**src/rtl/stream_arb_pkg.sv**
```systemverilog
// Shared types for the weighted round-robin stream arbiter.
package stream_arb_pkg;

   // Default width of one weight field; a burst holds at most 2**W-1 beats.
   localparam int unsigned W_WIDTH_DEFAULT = 4;

   // Arbiter control state: searching for a requester, or holding a grant.
   typedef enum logic [0:0] {
      IDLE   = 1'b0,
      LOCKED = 1'b1
   } state_e;

   // Weight / credit field at the default width.
   typedef logic [W_WIDTH_DEFAULT-1:0] weight_t;

endpackage : stream_arb_pkg

```
**src/rtl/stream_mux.sv**
```systemverilog
// Zero-latency valid/ready stream multiplexer: routes the selected input
// stream to the output and returns ready to the selected input only.
module stream_mux #(
   parameter type         DATA_T    = logic,
   parameter int unsigned N_INP     = 2,
   parameter int unsigned LOG_N_INP = (N_INP > 1) ? $clog2(N_INP) : 1
) (
   input  DATA_T                inp_data_i  [N_INP],
   input  logic [N_INP-1:0]     inp_valid_i,
   output logic [N_INP-1:0]     inp_ready_o,
   input  logic [LOG_N_INP-1:0] inp_sel_i,
   output DATA_T                oup_data_o,
   output logic                 oup_valid_o,
   input  logic                 oup_ready_i
);

   // Purely combinational select; an out-of-range select drives an idle output.
   always_comb begin
      inp_ready_o = '0;
      oup_data_o  = '0;
      oup_valid_o = 1'b0;
      for (int i = 0; i < int'(N_INP); i++) begin
         if (inp_sel_i == LOG_N_INP'(i)) begin
            oup_data_o     = inp_data_i[i];
            oup_valid_o    = inp_valid_i[i];
            inp_ready_o[i] = oup_ready_i;
         end
      end
   end

endmodule : stream_mux

```
**src/rtl/stream_wrr_arbiter.sv**
```systemverilog
// Weighted round-robin arbiter in front of a stream_mux. A requester keeps
// the grant for up to its weight in beats, then the grant rotates onward.
module stream_wrr_arbiter
   import stream_arb_pkg::*;
#(
   parameter type         DATA_T    = logic,
   parameter int unsigned N_INP     = 2,
   parameter int unsigned W_WIDTH   = $bits(weight_t),
   parameter int unsigned LOG_N_INP = $clog2(N_INP)
) (
   input  logic                            clk_i,
   input  logic                            rst_ni,
   input  logic                            flush_i,
   input  logic [N_INP-1:0][W_WIDTH-1:0]   weight_i,
   input  DATA_T                           inp_data_i  [N_INP],
   input  logic [N_INP-1:0]                inp_valid_i,
   output logic [N_INP-1:0]                inp_ready_o,
   output DATA_T                           oup_data_o,
   output logic                            oup_valid_o,
   input  logic                            oup_ready_i,
   output logic [LOG_N_INP-1:0]            sel_o,
   output logic                            locked_o
);

   state_e               state_q, state_d;
   logic [LOG_N_INP-1:0] rr_ptr_q, rr_ptr_d;
   logic [LOG_N_INP-1:0] sel_q, sel_d;
   logic [W_WIDTH-1:0]   credit_q, credit_d;

   logic [LOG_N_INP-1:0] sel_search;
   logic                 found;
   logic [W_WIDTH-1:0]   weight_raw;
   logic [W_WIDTH-1:0]   weight_eff;
   logic                 beat;

   // Pointer increment with wrap at N_INP-1 (N_INP need not be a power of two).
   function automatic logic [LOG_N_INP-1:0] ptr_inc(input logic [LOG_N_INP-1:0] p);
      if (int'(p) == int'(N_INP) - 1) begin
         return '0;
      end
      return p + 1'b1;
   endfunction

   // Rotated leading-one detector: first valid requester at or after rr_ptr.
   // Scanning from the far end lets the nearest hit overwrite earlier ones.
   always_comb begin
      int idx;
      sel_search = rr_ptr_q;
      found      = 1'b0;
      idx        = 0;
      for (int k = int'(N_INP) - 1; k >= 0; k--) begin
         idx = int'(rr_ptr_q) + k;
         if (idx >= int'(N_INP)) begin
            idx = idx - int'(N_INP);
         end
         if (inp_valid_i[idx]) begin
            sel_search = LOG_N_INP'(idx);
            found      = 1'b1;
         end
      end
   end

   // A weight of zero still grants one beat.
   always_comb begin
      weight_raw = weight_i[sel_search];
      weight_eff = (weight_raw == '0) ? W_WIDTH'(1) : weight_raw;
   end

   // While locked the selection is frozen; otherwise follow the live search.
   assign sel_o    = (state_q == LOCKED) ? sel_q : sel_search;
   assign locked_o = (state_q == LOCKED);
   assign beat     = oup_valid_o & oup_ready_i;

   stream_mux #(
      .DATA_T    (DATA_T),
      .N_INP     (N_INP),
      .LOG_N_INP (LOG_N_INP)
   ) i_stream_mux (
      .inp_data_i  (inp_data_i),
      .inp_valid_i (inp_valid_i),
      .inp_ready_o (inp_ready_o),
      .inp_sel_i   (sel_o),
      .oup_data_o  (oup_data_o),
      .oup_valid_o (oup_valid_o),
      .oup_ready_i (oup_ready_i)
   );

   // Next-state logic: grant entry, credit countdown, release and flush.
   always_comb begin
      state_d  = state_q;
      rr_ptr_d = rr_ptr_q;
      sel_d    = sel_q;
      credit_d = credit_q;

      case (state_q)
         IDLE: begin
            if (found) begin
               if (beat) begin
                  if (weight_eff == W_WIDTH'(1)) begin
                     // Single-beat grant completes in place; move on.
                     rr_ptr_d = ptr_inc(sel_search);
                  end else begin
                     state_d  = LOCKED;
                     sel_d    = sel_search;
                     credit_d = weight_eff - W_WIDTH'(1);
                  end
               end else begin
                  // Valid shown without a beat: hold this selection until it lands.
                  state_d  = LOCKED;
                  sel_d    = sel_search;
                  credit_d = weight_eff;
               end
            end
         end

         LOCKED: begin
            if (beat) begin
               if (credit_q <= W_WIDTH'(1)) begin
                  state_d  = IDLE;
                  rr_ptr_d = ptr_inc(sel_q);
                  credit_d = '0;
               end else begin
                  credit_d = credit_q - W_WIDTH'(1);
               end
            end else if (!inp_valid_i[sel_q]) begin
               // Requester went away mid-burst: remaining credit is forfeited.
               state_d  = IDLE;
               rr_ptr_d = ptr_inc(sel_q);
               credit_d = '0;
            end
         end

         default: begin
            state_d  = IDLE;
            credit_d = '0;
         end
      endcase

      if (flush_i) begin
         state_d  = IDLE;
         rr_ptr_d = '0;
         credit_d = '0;
      end
   end

   // State registers with asynchronous active-low reset.
   always_ff @(posedge clk_i or negedge rst_ni) begin
      if (!rst_ni) begin
         state_q  <= IDLE;
         rr_ptr_q <= '0;
         sel_q    <= '0;
         credit_q <= '0;
      end else begin
         state_q  <= state_d;
         rr_ptr_q <= rr_ptr_d;
         sel_q    <= sel_d;
         credit_q <= credit_d;
      end
   end

`ifndef SYNTHESIS
   a_n_inp_min : assert property (@(posedge clk_i) N_INP >= 2)
      else $error("stream_wrr_arbiter: N_INP must be >= 2");

   a_ready_onehot0 : assert property (@(posedge clk_i) disable iff (!rst_ni)
      $onehot0(inp_ready_o))
      else $error("stream_wrr_arbiter: more than one inp_ready_o bit set");

   a_stall_stable : assert property (@(posedge clk_i) disable iff (!rst_ni)
      (locked_o && oup_valid_o && !oup_ready_i && !flush_i)
         |=> ($stable(oup_data_o) && $stable(sel_o)))
      else $error("stream_wrr_arbiter: output changed while stalled");
`endif

endmodule : stream_wrr_arbiter

```
**config.mk**
```make
export PLATFORM = sky130hd
export DESIGN_NAME = stream_wrr_arbiter
export DESIGN_NICKNAME = d
export VERILOG_FILES = /design/src/rtl/stream_arb_pkg.sv /design/src/rtl/stream_mux.sv /design/src/rtl/stream_wrr_arbiter.sv
export SDC_FILE = /design/constraint.sdc
export NUM_CORES = 1
export LEC_CHECK = 0
export CELL_PAD_IN_SITES_DETAIL_PLACEMENT = 1
export CELL_PAD_IN_SITES_GLOBAL_PLACEMENT = 1
export CORE_MARGIN = 4
export CORE_UTILIZATION = 50
export CTS_BUF_LIST = sky130_fd_sc_hd__clkbuf_2
export CTS_CLUSTER_DIAMETER = 200
export DETAILED_ROUTE_END_ITERATION = 10
export DONT_BUFFER_PORTS = 1
export PLACE_DENSITY_LB_ADDON = 0.1
export SLEW_MARGIN = 30
export SYNTH_ARGS = -nofsm -noshare
export SYNTH_HDL_FRONTEND = slang
export SYNTH_SLANG_ARGS = --single-unit
```
**constraint.sdc**
```tcl
create_clock -name clk_i -period 4.5 [get_ports clk_i]
set_input_delay 0.675 -clock clk_i [delete_from_list [all_inputs] [get_ports clk_i]]
set_output_delay 0.675 -clock clk_i [all_outputs]
set_load 0.05 [all_outputs]
```
==> impl_summary.log, run 1 <==
[metrics] run status: finished, final reports clean
[metrics] relative contribution of sequential cells to total power: 0.323
[metrics] Post-Place Setup Slack: 1.60 ns
[metrics] number of enable-type register cells in the synthesized netlist: 0
[metrics] worst slew pin tran: 0.924 ns
[metrics] setup TNS: 0 ns
[metrics] routed wire length: 1760 um
[metrics] proportion of power drawn by the clock network: 0.149
[metrics] number of H-tree levels: 1
[metrics] destination of the worst register-to-register timing path: credit_q[0]$_DFFE_PN0P_
[metrics] number of antenna-violating nets in the routed design: 0
[metrics] PnR Total Power: 0.000349 W
[metrics] origin of the critical flop-to-flop path: rr_ptr_q$_DFFE_PN0P_
[metrics] max capacitance violation total: 0
[metrics] max frequency: 318 MHz
[metrics] main flop type after synthesis: dfrtp_1
[metrics] Post-Syn Area per Cell: 8.64 sq um
[metrics] fraction of registers with async set or reset after synthesis: 1.00
[metrics] starting density of the core: 0.561
[metrics] Antenna diodes: 0
[metrics] average wire per cell in the routed design: 18.7 um
[metrics] type of element capturing the critical path: output port
[metrics] initial drt markers: 11
[metrics] switching share of power: 0.518
[metrics] routability congestion estimate from global placement: 0.773
[metrics] startpoint class of the critical path: flip-flop
[metrics] type of the most critical hold path: input port to async pin
[metrics] worst-skew pair later-pin latency: 0.25 ns
[metrics] post-layout minimum cycle time: 3.15 ns
[metrics] series of cell instances along the critical path: mux2_2, nor2b_1
[metrics] Warnings, synthesis: 0
[metrics] static power due to leakage: 0.298 nW
[metrics] final number of max-transition violations: 0
[metrics] post-CTS clock slew at the launch and capture registers of the worst setup and hold paths: 0.09 ns
[metrics] placeable core region: 1190 sq um
[metrics] top cell type's share of synthesized area: 0.263
[metrics] number of storage elements in the synthesis netlist: 7
[metrics] most frequent cell after synthesis: nor2_1
[metrics] Die Area: 1980 sq um
[metrics] Synthesized Nets: 97
[metrics] fraction of final layout cells with drive strength greater than 1: 0.175
[metrics] Ports: 22
[metrics] final cycle utilization of the critical path: 0.700
[metrics] leftover overflow at the end of global routing: 0
[metrics] number of hold-repair buffers added at the cts stage: 0
[metrics] Critical-path top delay cell: dfrtp_1
[metrics] Resized cells post-CTS: 0
[metrics] vias in the first global route: 654
[metrics] CP peak stage delay: 0.87 ns
[metrics] DP Cell Count: 90
[metrics] post-CTS setup buffers: 0
[metrics] initial antenna violation count: 0
[metrics] Chip Height: 44.5 um
[metrics] clock net sink count: 7
[metrics] count of endpoints failing hold in the final timing report: 0
[metrics] total of buffers placed on input and output ports: 0
[metrics] setup slack of the worst register-to-register path: 1.84 ns
[metrics] post-route insts no fill: 94
[metrics] number of rows created at floorplan: 12
[metrics] post-route DRC violation count: 0
[metrics] data required time of the worst path: 3.83 ns
[metrics] placed wire-length estimate: 1370 um
[metrics] CTS Buf Count: 3
[metrics] fraction of the yosys area taken by sequential cells: 0.263
[metrics] largest net degree at the start of global routing: 13
[metrics] count of vias placed by the detailed router: 605
[metrics] clock tree buffer depth: 2
[metrics] count of TritonRoute iterations in the first routing pass: 4
[metrics] Synth Instances: 77
[metrics] crit path to: inp_ready_o[0]
[metrics] cell count of the worst reg-to-reg path: 9
[metrics] unrepaired setup endpoints after global routing: false
[metrics] global-route wire length before repair: 3090 um
[metrics] mean number of vias per cell: 6.44
[metrics] area added between synthesis and finish: 5.08%
[metrics] slack of the critical path: 1.35 ns
[metrics] Area contributors post-synth: dfrtp_1 (26%), mux2_2 (8.5%), ha_1 (7.5%)
[metrics] number of distinct library cells after synthesis: 34
[metrics] clock root buffer: clkbuf_2
[metrics] power density over the cells: 499 nW/um^2
[metrics] NumNets Final: 101
[metrics] area leader, netlist: dfrtp_1
[metrics] design internal power: 0.000168 W
[metrics] global-route total usage across every layer: 0.213
[metrics] fraction of power consumed by combinational cells: 0.528
[metrics] NetSw: 0.000181 W
[metrics] Horiz. Die Dim: 44.5 um
[metrics] worst clock skew: 0.00792 ns
[metrics] timing startpoint of the critical path: locked_o$_DFF_PN0_
[metrics] cell area after synthesis: 666 sq um
[metrics] Final setup viols: 0
[metrics] kind of critical path: flip-flop to output port
[metrics] worst vdd rail ir drop: 0.217 mV
[metrics] largest fanout on the critical path: 12
[metrics] most frequent cells after synthesis: nor2_1 (8), dfrtp_1 (7), o21ai_0 (6)
[metrics] CTS tree: built
[metrics] arrival time reported for the critical path endpoint: 2.47 ns
[metrics] worst max-slew margin expressed relative to the limit: 0.383
==> cell families (layout without fill, tap and decap cells) <==
family | count (synthesis) | in the layout | synth area share
buf+inv | 5 | 8 | 0.0282
flops | 7 | 7 | 0.263
fa+ha+maj | 4 | 4 | 0.0752
mux | 9 | 9 | 0.150
xor+xnor | 2 | 2 | 0.0263
compound gates | 21 | 21 | 0.231
simple gates | 29 | 29 | 0.226
==> through the flow <==
step	utilization	hold WS (ns)	area, sq um
6_report	0.590	0.107	699
3_3_place_gp	0.573	0.380	679
3_5_place_dp	0.573	0.380	679
2_1_floorplan	-	0.379	666
5_1_grt	0.590	0.0836	699
4_1_cts	0.590	0.108	699
==> critical path: cells and delay by family, from the launching register on <==
| family | cells | cell delay [ns] |
|---|---|---|
| multiplexers | 1 | 0.58 |
| flip-flops | 1 | 0.87 |
| AND/OR/NAND/NOR | 1 | 0.77 |
==> state kept, by name (all words and copies together), names as in the netlist <==
signal and cells:
rr_ptr_q 1, credit_q 4, sel_q 1, locked_o 1
==> how the worst min path moves through the flow <==
stage | endpoint | startpoint | depth (start not counted) | slack, ns
2_1_floorplan | credit_q[0]$_DFFE_PN0P_ | rst_ni | 0 | 0.38
3_3_place_gp | sel_q$_DFFE_PN0P_ | rst_ni | 0 | 0.38
3_5_place_dp | sel_q$_DFFE_PN0P_ | rst_ni | 0 | 0.38
4_1_cts | rr_ptr_q$_DFFE_PN0P_ | rst_ni | 0 | 0.11
5_1_grt | credit_q[2]$_DFFE_PN0P_ | rst_ni | 0 | 0.08
6_report | rr_ptr_q$_DFFE_PN0P_ | rst_ni | 0 | 0.11
==> layer usage <==
| layer | vias up | wire (um) | track usage |
|---|---|---|---|
| met4 | 0 | 53 | 0.108 |
| met1 | 281 | 855 | 0.307 |
| met3 | 7 | 83 | 0.0244 |
| met5 | - | 0 | 0 |
| li1 | 292 | - | - |
| met2 | 25 | 765 | 0.307 |
==> power by group through the flow <==
stage	combinational (W)	clock [W]	sequential, W
detailed placement	0.000184	0	0.000114
global route	0.000203	0.0000579	0.000117
global placement	0.000178	0	0.000111
CTS	0.000185	0.0000518	0.000112
floorplan	0.000165	0	0.000102
finish	0.000184	0.0000518	0.000113
==> cell usage in the layout, fill, tap and decap left out, types with 2 or more instances in the layout <==
cell type and count:
nor2_1 8, dfrtp_1 7, o21ai_0 6, mux2_2 5, inv_1 4, nor3_1 4, a21oi_1 4, ha_1 4
clkbuf_2 4, mux2i_1 3, nor2b_1 3, nand2_1 3, nand3_1 3, and2_1 2
==> area by class of cell <==
| cell class | instances | area [sq um] |
|---|---|---|
| fill | 157 | 487 |
| inverter | 4 | 15.0 |
| sequential | 7 | 175 |
| clock buffer | 4 | 20.0 |
| multi-input combinational | 65 | 472 |
| tap | 14 | 17.5 |
Power figures use the tool's default switching activity.
==> inputs of run 2 (changes only) <==
--- a/config.mk
+++ b/config.mk
@@ -8,7 +8,7 @@
 export CELL_PAD_IN_SITES_DETAIL_PLACEMENT = 1
 export CELL_PAD_IN_SITES_GLOBAL_PLACEMENT = 1
 export CORE_MARGIN = 4
-export CORE_UTILIZATION = 50
+export CORE_UTILIZATION = 42
 export CTS_BUF_LIST = sky130_fd_sc_hd__clkbuf_2
 export CTS_CLUSTER_DIAMETER = 200
 export DETAILED_ROUTE_END_ITERATION = 10
==> constraint.sdc (replaced) <==
create_clock -name clk_i -period 2.85 [get_ports clk_i]
set_input_delay 0.4275 -clock clk_i [delete_from_list [all_inputs] [get_ports clk_i]]
set_output_delay 0.4275 -clock clk_i [all_outputs]
set_load 0.05 [all_outputs]
==> run 2 against run 1 <==
Power is 65% higher. Sequential share of layout area is 1.7 points lower. Combinational power is 83% higher. Highest routed layer unchanged. Clock power is 56% higher. Clock skew is 0.0072 ns lower. Core utilization is 9.2 points lower. First-iteration DRC count is 9.1% lower. Critical endpoint is now credit_q[0]$_DFFE_PN0P_. Worst hold slack better by 0.17 ns.
==> impl_summary.log, run 2 (same netlist as run 1, synthesis figures left out) <==
[metrics] placed wire-length estimate: 1410 um
[metrics] leftover overflow at the end of global routing: 0
[metrics] Antenna diodes: 0
[metrics] clock net sink count: 7
[metrics] worst clock skew: 0.000749 ns
[metrics] hold-critical path depth: 1
[metrics] CTS tree: built
[metrics] fraction of final layout cells with drive strength greater than 1: 0.221
[metrics] relative contribution of sequential cells to total power: 0.276
[metrics] number of flip-flops in the largest register: 4
[metrics] proportion of power drawn by the clock network: 0.140
[metrics] count of TritonRoute iterations in the first routing pass: 4
[metrics] max capacitance violation total: 0
[metrics] post-CTS clock slew at the launch and capture registers of the worst setup and hold paths: 0.09 ns
[metrics] worst-skew pair later-pin latency: 0.24 ns
[metrics] Die Area: 2290 sq um
[metrics] destination of the worst register-to-register timing path: credit_q[0]$_DFFE_PN0P_
[metrics] mean number of vias per cell: 6.35
[metrics] destination of the worst hold path: sel_q$_DFFE_PN0P_
[metrics] global-route total usage across every layer: 0.191
[metrics] initial antenna violation count: 0
[metrics] NumNets Final: 107
[metrics] arrival time reported for the critical path endpoint: 2.66 ns
[metrics] power density over the cells: 768 nW/um^2
[metrics] commonest non-fill, non-tap cells in the layout: nor2_1 (8), dfrtp_1 (7), o21ai_0 (6), mux2_2 (5), buf_4 (5)
[metrics] Horiz. Die Dim: 47.8 um
[metrics] number of rows created at floorplan: 14
[metrics] count of endpoints failing hold in the final timing report: 0
[metrics] worst max-slew margin expressed relative to the limit: 0.455
[metrics] number of H-tree levels: 1
[metrics] cell count of the worst reg-to-reg path: 8
[metrics] Chip Height: 47.8 um
[metrics] worst slew pin tran: 0.805 ns
[metrics] placeable core region: 1510 sq um
[metrics] NetSw: 0.000290 W
[metrics] placed cell area: 719 sq um
[metrics] type of element capturing the critical path: flip-flop
[metrics] area added between synthesis and finish: 12.6%
[metrics] startpoint class of the critical path: flip-flop
[metrics] post-route cell area: 749 sq um
[metrics] PnR Total Power: 0.000575 W
[metrics] post-CTS setup buffers: 0
[metrics] largest net degree at the start of global routing: 11
[metrics] largest fanout on the critical path: 8
[metrics] post-route DRC violation count: 0
[metrics] fraction of power consumed by combinational cells: 0.584
[metrics] leading cell type in the layout, fill and taps excluded: nor2_1
[metrics] origin of the critical flop-to-flop path: rr_ptr_q$_DFFE_PN0P_
[metrics] timing startpoint of the critical path: rr_ptr_q$_DFFE_PN0P_
[metrics] type of the most critical hold path: input port to flip-flop
[metrics] global-route wire length before repair: 2860 um
[metrics] post-layout minimum cycle time: 2.53 ns
[metrics] worst min-delay path startpoint: inp_valid_i[0]
[metrics] Largest Register: credit_q
[metrics] setup TNS: 0 ns
[metrics] unrepaired setup endpoints after global routing: false
[metrics] clock root buffer: clkbuf_2
[metrics] initial drt markers: 10
[metrics] starting density of the core: 0.442
[metrics] routed wire length: 1850 um
[metrics] final number of max-transition violations: 0
[metrics] vias in the first global route: 605
[metrics] Final setup viols: 0
[metrics] run status: finished, final reports clean
[metrics] Ports: 22
[metrics] kind of critical path: flip-flop to flip-flop
[metrics] clock tree buffer depth: 2
[metrics] setup slack of the worst register-to-register path: 0.32 ns
[metrics] max frequency: 396 MHz
[metrics] switching share of power: 0.505
[metrics] routability congestion estimate from global placement: 0.802
[metrics] count of vias placed by the detailed router: 648
[metrics] total of buffers placed on input and output ports: 0
[metrics] final cycle utilization of the critical path: 0.886
[metrics] worst vdd rail ir drop: 0.462 mV
[metrics] static power due to leakage: 0.327 nW
[metrics] number of antenna-violating nets in the routed design: 0
[metrics] average wire per cell in the routed design: 18.1 um
[metrics] data required time of the worst path: 2.98 ns
[metrics] design internal power: 0.000285 W
[metrics] CTS Buf Count: 3
run 2: cell count changes in the layout (fill, tap and decap cells not counted), sizes merged:
cell and delta:
dlygate4sd3 +1, buf +5
run 2: per-layer routing:
| metal | up-vias | track usage | part of all wire |
|---|---|---|---|
| li1 | 300 | - | - |
| met1 | 318 | 0.244 | 0.45 |
| met2 | 28 | 0.285 | 0.46 |
| met3 | 2 | 0.0602 | 0.074 |
| met4 | 0 | 0.0968 | 0.014 |
| met5 | - | 0 | 0 |
run 2: worst max path at each step:
stage,endpoint,slack [ns],depth (start not counted)
final,credit_q[0]$_DFFE_PN0P_,0.32,8
after global routing,credit_q[0]$_DFFE_PN0P_,0.19,8
after CTS,credit_q[0]$_DFFE_PN0P_,0.33,8
after detailed placement,credit_q[0]$_DFFE_PN0P_,0.33,8
after global placement,credit_q[0]$_DFFE_PN0P_,0.38,8
after floorplan,inp_ready_o[0],0.21,3
run 2: worst max-delay path, cell delays in order, from the launching register on:
cell and delay [ns]:
dfrtp_1 0.41, nand2_2 0.09, a21oi_4 0.24, mux2_2 0.37, a31o_1 0.23, ha_1 0.22
and2_1 0.15, a41o_1 0.33, a221o_1 0.38
run 2: final cells by class:
class	instances	area, sq um
Inverter	4	15.0
Tap cell	16	20.0
Clock buffer	4	20.0
Sequential cell	7	175
Multi-Input combinational cell	65	472
Timing Repair Buffer	6	47.5
Fill cell	189	757
run 2: per-stage QoR:
step                std cells  utilization  hold WS [ns]  setup WS (ns)
detailed placement         97        0.478         0.132          0.331
floorplan                  77            -         0.132          0.212
CTS                       102        0.498         0.271          0.333
global placement           97        0.478         0.132          0.379
global route              102        0.498         0.256          0.188
finish                    102        0.498         0.273          0.324
run 2: power by group through the flow:
stage | clock network [W] | logic [W] | registers (W)
finish | 0.0000806 | 0.000336 | 0.000159
global route | 0.0000875 | 0.000365 | 0.000163
global placement | 0 | 0.000322 | 0.000161
detailed placement | 0 | 0.000330 | 0.000161
CTS | 0.0000815 | 0.000339 | 0.000159
floorplan | 0 | 0.000260 | 0.000161
run 2: what timing repair did:
action                    in CTS  in global routing
hold buffers                   1                  0
gates resized for setup        0                  0
hold endpoints to repair       7                  0
==> inputs of run 3 (changes only) <==
--- a/config.mk
+++ b/config.mk
@@ -5,6 +5,8 @@
 export SDC_FILE = /design/constraint.sdc
 export NUM_CORES = 1
 export LEC_CHECK = 0
+export ABC_AREA = 0
+export CAP_MARGIN = 10
 export CELL_PAD_IN_SITES_DETAIL_PLACEMENT = 1
 export CELL_PAD_IN_SITES_GLOBAL_PLACEMENT = 1
 export CORE_MARGIN = 4
==> results of run 3 <==
Same layout as run 2: the final DEF is identical, and so are final timing and power.
